## config.mk

```make
export PLATFORM = sky130hd
export DESIGN_NAME = mc_control
export DESIGN_NICKNAME = d
export VERILOG_FILES = /design/src/rtl/mc_control_pkg.sv /design/src/rtl/alu_dec.sv /design/src/rtl/mc_control.sv
export SDC_FILE = /design/constraint.sdc
export NUM_CORES = 1
export LEC_CHECK = 0
export CAP_MARGIN = 20
export CORE_MARGIN = 5
export CORE_UTILIZATION = 40
export DETAILED_ROUTE_END_ITERATION = 6
export PLACE_DENSITY_LB_ADDON = 0.05
export SETUP_SLACK_MARGIN = 0.15
export SYNTH_ARGS = -nofsm -noshare
export SYNTH_HDL_FRONTEND = slang
export SYNTH_HIERARCHICAL = 1
export SYNTH_SLANG_ARGS = --single-unit
```

## constraint.sdc

```tcl
create_clock -name clk -period 4.6 [get_ports clk]
set_clock_uncertainty 0.2 [all_clocks]
set_input_delay 0.92 -clock clk [delete_from_list [all_inputs] [get_ports clk]]
set_output_delay 0.92 -clock clk [all_outputs]
set_load 0.005 [all_outputs]
```

## src/rtl/mc_control_pkg.sv

```systemverilog
// Shared encodings for the multicycle MIPS control unit: states, opcodes, funct codes, ALU codes.
// Defining MC_CONTROL_BNE_EN adds the bne opcode and its BNE state.
package mc_control_pkg;

    localparam int STATE_BITS = 4;

    typedef enum logic [STATE_BITS-1:0] {
        FETCH   = 4'd0,
        DECODE  = 4'd1,
        MEMADR  = 4'd2,
        MEMRD   = 4'd3,
        MEMWB   = 4'd4,
        MEMWR   = 4'd5,
        EXECUTE = 4'd6,
        ALUWB   = 4'd7,
        BEQ     = 4'd8,
        ADDIEX  = 4'd9,
        ADDIWB  = 4'd10,
        JUMP    = 4'd11
`ifdef MC_CONTROL_BNE_EN
        ,
        BNE     = 4'd12
`endif
    } stateT;

    localparam logic [5:0] OP_LW    = 6'b100011;
    localparam logic [5:0] OP_SW    = 6'b101011;
    localparam logic [5:0] OP_RTYPE = 6'b000000;
    localparam logic [5:0] OP_BEQ   = 6'b000100;
    localparam logic [5:0] OP_ADDI  = 6'b001000;
    localparam logic [5:0] OP_J     = 6'b000010;
`ifdef MC_CONTROL_BNE_EN
    localparam logic [5:0] OP_BNE   = 6'b000101;
`endif

    localparam logic [5:0] FN_ADD = 6'b100000;
    localparam logic [5:0] FN_SUB = 6'b100010;
    localparam logic [5:0] FN_AND = 6'b100100;
    localparam logic [5:0] FN_OR  = 6'b100101;
    localparam logic [5:0] FN_SLT = 6'b101010;

    localparam logic [1:0] ALUOP_ADD   = 2'b00;
    localparam logic [1:0] ALUOP_SUB   = 2'b01;
    localparam logic [1:0] ALUOP_FUNCT = 2'b10;

    localparam logic [2:0] ALU_AND = 3'b000;
    localparam logic [2:0] ALU_OR  = 3'b001;
    localparam logic [2:0] ALU_ADD = 3'b010;
    localparam logic [2:0] ALU_SUB = 3'b110;
    localparam logic [2:0] ALU_SLT = 3'b111;

    typedef struct packed {
        logic       pcWrite;
        logic       branch;
`ifdef MC_CONTROL_BNE_EN
        logic       branchNe;
`endif
        logic       iorD;
        logic       memWrite;
        logic       irWrite;
        logic       regDst;
        logic       memtoReg;
        logic       regWrite;
        logic       aluSrcA;
        logic [1:0] aluSrcB;
        logic [1:0] pcSrc;
        logic [1:0] aluOp;
    } ctrlT;

endpackage

```

## src/rtl/alu_dec.sv

```systemverilog
// ALU decoder: maps the FSM's ALUOp plus the funct field onto the 3-bit ALU operation code.
module alu_dec
    import mc_control_pkg::*;
(
    input  logic [1:0] aluOp,
    input  logic [5:0] funct,
    output logic [2:0] aluControl
);

    // ALUOp 11 is never produced by the FSM; it falls back to add like 00.
    always_comb begin
        aluControl = ALU_ADD;
        case (aluOp)
            ALUOP_SUB: aluControl = ALU_SUB;
            ALUOP_FUNCT: begin
                case (funct)
                    FN_ADD:  aluControl = ALU_ADD;
                    FN_SUB:  aluControl = ALU_SUB;
                    FN_AND:  aluControl = ALU_AND;
                    FN_OR:   aluControl = ALU_OR;
                    FN_SLT:  aluControl = ALU_SLT;
                    default: aluControl = ALU_ADD;
                endcase
            end
            default: aluControl = ALU_ADD;
        endcase
    end

endmodule

```

## src/rtl/mc_control.sv

```systemverilog
// Multicycle MIPS control unit: Moore FSM driving the datapath around reg_file, plus ALU decoder.
// Defining MC_CONTROL_BNE_EN adds bne support through state BNE (12).
module mc_control
    import mc_control_pkg::*;
#(
    parameter int STATE_W = 4
) (
    input  logic               clk,
    input  logic               reset,
    input  logic [5:0]         Op,
    input  logic [5:0]         Funct,
    input  logic               Zero,
    output logic               PCEn,
    output logic               IorD,
    output logic               MemWrite,
    output logic               IRWrite,
    output logic               RegDst,
    output logic               MemtoReg,
    output logic               RegWrite,
    output logic               ALUSrcA,
    output logic [1:0]         ALUSrcB,
    output logic [1:0]         PCSrc,
    output logic [2:0]         ALUControl,
    output logic [STATE_W-1:0] State
);

    stateT state;
    stateT nextState;
    ctrlT  ctrl;
    logic  branchTaken;

    // Unused encodings decode to all-zero controls, so no write can fire from a corrupted state.
    function automatic ctrlT decodeState(input stateT s);
        ctrlT c;
        c       = '0;
        c.aluOp = ALUOP_ADD;
        case (s)
            FETCH: begin
                c.aluSrcB = 2'b01;
                c.irWrite = 1'b1;
                c.pcWrite = 1'b1;
            end
            DECODE:  c.aluSrcB = 2'b11;
            MEMADR: begin
                c.aluSrcA = 1'b1;
                c.aluSrcB = 2'b10;
            end
            MEMRD:   c.iorD = 1'b1;
            MEMWB: begin
                c.memtoReg = 1'b1;
                c.regWrite = 1'b1;
            end
            MEMWR: begin
                c.iorD     = 1'b1;
                c.memWrite = 1'b1;
            end
            EXECUTE: begin
                c.aluSrcA = 1'b1;
                c.aluOp   = ALUOP_FUNCT;
            end
            ALUWB: begin
                c.regDst   = 1'b1;
                c.regWrite = 1'b1;
            end
            BEQ: begin
                c.aluSrcA = 1'b1;
                c.aluOp   = ALUOP_SUB;
                c.pcSrc   = 2'b01;
                c.branch  = 1'b1;
            end
            ADDIEX: begin
                c.aluSrcA = 1'b1;
                c.aluSrcB = 2'b10;
            end
            ADDIWB:  c.regWrite = 1'b1;
            JUMP: begin
                c.pcSrc   = 2'b10;
                c.pcWrite = 1'b1;
            end
`ifdef MC_CONTROL_BNE_EN
            BNE: begin
                c.aluSrcA  = 1'b1;
                c.aluOp    = ALUOP_SUB;
                c.pcSrc    = 2'b01;
                c.branchNe = 1'b1;
            end
`endif
            default: c = '0;
        endcase
        return c;
    endfunction

    // Unknown opcodes return straight to FETCH from DECODE without touching state elsewhere.
    always_comb begin
        nextState = FETCH;
        case (state)
            FETCH:  nextState = DECODE;
            DECODE: begin
                case (Op)
                    OP_LW, OP_SW: nextState = MEMADR;
                    OP_RTYPE:     nextState = EXECUTE;
                    OP_BEQ:       nextState = BEQ;
                    OP_ADDI:      nextState = ADDIEX;
                    OP_J:         nextState = JUMP;
`ifdef MC_CONTROL_BNE_EN
                    OP_BNE:       nextState = BNE;
`endif
                    default:      nextState = FETCH;
                endcase
            end
            MEMADR:  nextState = (Op == OP_LW) ? MEMRD : MEMWR;
            MEMRD:   nextState = MEMWB;
            EXECUTE: nextState = ALUWB;
            ADDIEX:  nextState = ADDIWB;
            default: nextState = FETCH;
        endcase
    end

    always_ff @(posedge clk) begin
        if (reset) begin
            state <= FETCH;
        end else begin
            state <= nextState;
        end
    end

    assign ctrl = decodeState(state);

`ifdef MC_CONTROL_BNE_EN
    assign branchTaken = (ctrl.branch & Zero) | (ctrl.branchNe & ~Zero);
`else
    assign branchTaken = ctrl.branch & Zero;
`endif

    // Write enables are masked during reset so an interrupted instruction never commits.
    assign PCEn     = ~reset & (ctrl.pcWrite | branchTaken);
    assign MemWrite = ~reset & ctrl.memWrite;
    assign IRWrite  = ~reset & ctrl.irWrite;
    assign RegWrite = ~reset & ctrl.regWrite;
    assign IorD     = ctrl.iorD;
    assign RegDst   = ctrl.regDst;
    assign MemtoReg = ctrl.memtoReg;
    assign ALUSrcA  = ctrl.aluSrcA;
    assign ALUSrcB  = ctrl.aluSrcB;
    assign PCSrc    = ctrl.pcSrc;
    assign State    = STATE_W'(state);

    alu_dec uAluDec (
        .aluOp      (ctrl.aluOp),
        .funct      (Funct),
        .aluControl (ALUControl)
    );

endmodule

```

# --- After elaboration in Yosys (flattened, before gate mapping) ---
# Cells that the tools add are included.
totals:
  reg_bits: 4
  elab_cells: 55
classes:
  eq_ne: 22
  muxes: 17
  bitwise_logic: 7
  n_reduce_logical: 8
ops:
  columns: ["cell", "n"]
  rows:
  - ["== test 6 bit, second input constant", 6]
  - ["case mux 4 bit (6 select lines)", 1]
  - ["case mux 4 bit (5 select lines)", 1]
  - ["== test 4 x 3 -> 1 bit, second input constant", 4]
  - ["== test 4 bit, second input constant", 4]
  - ["case mux 3 bit (4 select lines)", 1]
  - ["2-to-1 mux 1 bit", 9]
  - ["== test 4 x 2 -> 1 bit, second input constant", 2]
  - ["case mux 2 bit (2 select lines)", 2]
  - ["OR reduction 2 bit", 4]
  - ["== test 6 x 2 -> 1 bit, second input constant", 1]
  - ["== test 6 x 3 -> 1 bit, second input constant", 1]
  - ["== test 6 x 4 -> 1 bit, second input constant", 1]
  - ["logical NOT 6 bit", 1]
  - ["case mux 2 bit (3 select lines)", 1]
  - ["case mux 3 bit (2 select lines)", 1]
  - ["AND 1 bit", 5]
  - ["== test 4 x 1 -> 1 bit, second input constant", 1]
  - ["logical NOT 4 bit", 1]
  - ["OR reduction 4 bit", 1]
  - ["2-to-1 mux 3 bit", 1]
  - ["OR reduction 3 bit", 1]
  - ["== test 2 x 1 -> 1 bit, second input constant", 1]
  - ["== test 2 bit, second input constant", 1]
  - ["other kinds (2)", 2]

# --- Logic depth before layout (Yosys ltp) ---
logic_depth:
  depth_word: 5
  depth_mapped: 7
  mapped_depth_nobuf: 6

# --- Cells and area by module ---
# The synthesis kept the hierarchy.
by_module_without_submodules:
  columns: ["module", "instances", "cells_each", "area_each_um2", "seq_area_each_um2"]
  rows:
  - ["mc_control", 1, 71, 470.5, 80.1]
  - ["alu_dec", 1, 15, 118.9, 0.0]

# --- Least setup slack after synthesis ---
# Ideal clock, no wire load.
synth_path:
  path_type: "register to output"
  from: "register state[2] (netlist: State[2])"
  to: "output ALUControl[2]"
  arrival_time_ns: 1.646
  required_ns: 3.480
  slack_ns: 1.834
  path_stages_with_launch: 8
  n_path_buf: 1
  path_cell_list: "dfxtp_1 -> buf_6 -> nand2b_1 -> nor3_1 -> inv_1 -> ha_1 -> nand4bb_1 -> o22ai_1"
synth_rtl:
  columns: ["item", "line", "source"]
  rows:
  - ["from (decl)", "mc_control.sv:27", "stateT state;"]
  - ["from (signal assigned)", "mc_control.sv:123", "state <= nextState;"]
  - ["to (decl)", "mc_control.sv:23", "output logic [2:0] ALUControl,"]

# --- Final worst setup path ---
layout_path:
  from: "register state[3] (netlist: State[3])"
  to: "output ALUControl[2]"
layout_via:
  elab_chain_len: 4
layout_lines:
  columns: ["item", "line", "source"]
  rows:
  - ["== test 4 bit / == test 4 x 3 -> 1 bit (equally long branches)", "mc_control.sv:37", "case (s)"]
  - ["case mux 2 bit (2 select lines) (*)", "mc_control.sv:37", null]
  - ["== test 2 bit / == test 2 x 1 -> 1 bit (equally long branches)", "alu_dec.sv:13", "case (aluOp)"]
  - ["case mux 3 bit (2 select lines) (*)", "alu_dec.sv:13", null]
# Mark *: on every way between the ends. The rest lies on a longest branch, timed or not.

==> flow_metrics.env <==
export IMPL_status="complete, no violations"
export IMPL_hold_depth=2
export IMPL_setup_ws_ns=0.8169
export IMPL_vdd_drop_max_mv=0.1441
export IMPL_synth_enable_flop_cells=0
export IMPL_clock_path_buffers=2
export IMPL_async_reset_ff_share_pct=0
export IMPL_fmax_mhz=264.3
export IMPL_antenna_found_initial=0
export IMPL_cts_setup_buffers=0
export IMPL_p_clk_share_pct=34.3
export IMPL_clk_latency_ns=0.23
export IMPL_coreArea_um2=1350
export IMPL_critical_path_class="flip-flop to output pin"
export IMPL_hold_class="flip-flop to flip-flop"
export IMPL_fin_util_pct=66.73
export IMPL_ys_ff_latch=4
export IMPL_switching_share_pct=26.43
export IMPL_drive_gt1_share_pct=6.195
export IMPL_clk_pin_slew_worst_paths_ns=0.04
export IMPL_io_pins=34
export IMPL_fp_dieW_um=48.39
export IMPL_die_area_um2=2341
export IMPL_yosys_area_top_type="dfxtp_1"
export IMPL_io_buffer_count=33
export IMPL_syn_inst=86
export IMPL_power_density_nw_per_um2=135.1
export IMPL_n_fill_cell=120
export IMPL_cts_root_buf="clkbuf_4"
export IMPL_stdcell_count=128
export IMPL_synthFlopType="dfxtp_1"
export IMPL_drtIter0Drc=38
export IMPL_start_util_pct=43.65
export IMPL_hold_ws_ns=0.6114
export IMPL_largest_reg_flops=4
export IMPL_seqPwrFrac_pct=32.7
export IMPL_gr_usage_met1_pct=18.68
export IMPL_synth_fp_nets=103
export IMPL_cts_tree="done"
export IMPL_finalNetCount=132
export IMPL_hold_viol=0
export IMPL_wirelength_mm=1.606
export IMPL_place_congestion=0.8910
export IMPL_gr_usage_met3_pct=3.364
export IMPL_avgSynthCellArea_um2=6.853
export IMPL_final_area_um2=900.9
export IMPL_cp_data_required_time_ns=3.48
export IMPL_cp_start_kind="flip-flop"
export IMPL_crit_fanout=13
export IMPL_clkSinkCount=4
export IMPL_endpoint_kind="output pin"
export IMPL_n_antenna_cell=0
export IMPL_dr_pass1_iters=4
export IMPL_cts_buffers=3
export IMPL_critPathArrivalTime_ns=2.66
export IMPL_place_hpwl_mm=1.293
export IMPL_h_tree_depth=1
export IMPL_yosysSeqAreaShare_pct=13.59
export IMPL_via_per_inst=5.586
export IMPL_dp_cells=125
export IMPL_leakagePower_nw=0.2897
export IMPL_p_total_mw=0.1217
export IMPL_drc=0
export IMPL_synth_top_area_share_pct=13.59
export IMPL_overflow=0
export IMPL_yosys_warnings=6
export IMPL_met2_usage_pct=22.17
export IMPL_maxSlewHeadroom_pct=67.39
export IMPL_finalSetupViolCount=0
export IMPL_post_dp_cell_area_um2=878.3
export IMPL_grt_max_degree=16
export IMPL_synth_area_um2=589.3
export IMPL_finalCritPeriodShare_pct=82.24
export IMPL_preCtsSetupSlack_ns=1.068
export IMPL_rsz0062_at_grt="false"
export IMPL_cts_resized=0
export IMPL_synth_common_cells="nor2_1, nor3_1, a21oi_1, inv_1"
export IMPL_synth_cell_type_count=34
export IMPL_synth_most_common_cell="nor2_1"
export IMPL_grt_pass1_wl_mm=2.856
export IMPL_row_count=13
export IMPL_rr_worst_depth=4
export IMPL_maxSlewViolCount=0
export IMPL_vias=715
export IMPL_ant_nets=0
export IMPL_avgRoutedWirePerCell_um=12.55
export IMPL_grt_busiest_layer="met2"
export IMPL_cap_violations=0
export IMPL_syn_to_final_growth_pct=52.87
export IMPL_fin_tns_setup_ns=0
export IMPL_tightest_slew_ns=0.4885
export IMPL_p_int_mw=0.08952
export IMPL_first_global_vias=620
export IMPL_ctsHoldBuffers=0
export IMPL_yosys_top_cells_area="dfxtp_1, nor2_1, nor3_1"
export IMPL_grt_usage_pct=14.26
export IMPL_p_switching_mw=0.03216
export IMPL_post_route_min_period_ns=3.783
export IMPL_pwr_share_comb_pct=33.0
export IMPL_dieHeight_um=48.39
[path summary, 6_finish.rpt]
check / start / endpoint / slack (ns)
worst max-delay path: State[3]$_SDFF_PP0_ / ALUControl[2] / 0.82
worst min register to register: State[0]$_SDFF_PP0_ / State[3]$_SDFF_PP0_ / 0.61
worst max register to register: State[1]$_SDFF_PP0_ / State[2]$_SDFF_PP0_ / 2.80
worst min-delay path: State[0]$_SDFF_PP0_ / State[3]$_SDFF_PP0_ / 0.61
[layer usage]
| layer | wire [um] | vias up | share of wire, % |
|---|---|---|---|
| li1 | - | 361 | - |
| met3 | 164 | 2 | 10 |
| met5 | 0 | - | 0 |
| met2 | 760 | 31 | 47 |
| met4 | 10 | 0 | 0.62 |
| met1 | 672 | 321 | 42 |
[worst max-delay path, cell delays in order, from the launching register on]
cell and delay [ns]:
dfxtp_1 0.57, nand2b_1 0.22, nor3_1 0.29, inv_1 0.09, ha_1 0.34, nand4bb_1 0.25, o22ai_1 0.15, clkdlybuf4s50_1 0.52
[layout by cell type (no fill, tap or decap), types with 2 or more instances in the layout]
master           instances
nand2b_1                 3
a211oi_1                 2
nand4bb_1                2
nor4b_1                  2
nor2_1                  15
o22ai_1                  2
dfxtp_1                  4
a21oi_1                  6
clkdlybuf4s50_1         33
nand2_1                  4
inv_1                    6
nor3_1                   8
clkbuf_4                 3
ha_1                     2
a31oi_1                  4
[power groups by stage]
stage	clock, mW	sequential, mW	combinational, mW
floorplan	0	0.0375	0.0192
global placement	0	0.0401	0.0397
detailed placement	0	0.0403	0.0400
CTS	0.0426	0.0398	0.0402
global route	0.0445	0.0402	0.0437
finish	0.0418	0.0398	0.0401
[layout make-up]
class                           count  area [um^2]  area share (%)
Clock buffer                        3        22.52           2.500
Timing Repair Buffer               33        330.3           36.67
Inverter                            6        22.52           2.500
Tap cell                           15        18.77           2.083
Multi-Input combinational cell     67        426.7           47.36
Sequential cell                     4        80.08           8.889
[logic make-up after synthesis]
family / Yosys count / share of synthesized area, %
compound gates: 19 / 19.74
xor+xnor: 2 / 2.973
fa+ha+maj: 2 / 4.246
buf+inv: 15 / 14.01
flops: 4 / 13.59
simple gates: 44 / 45.44
Power figures use the tool's default switching activity.
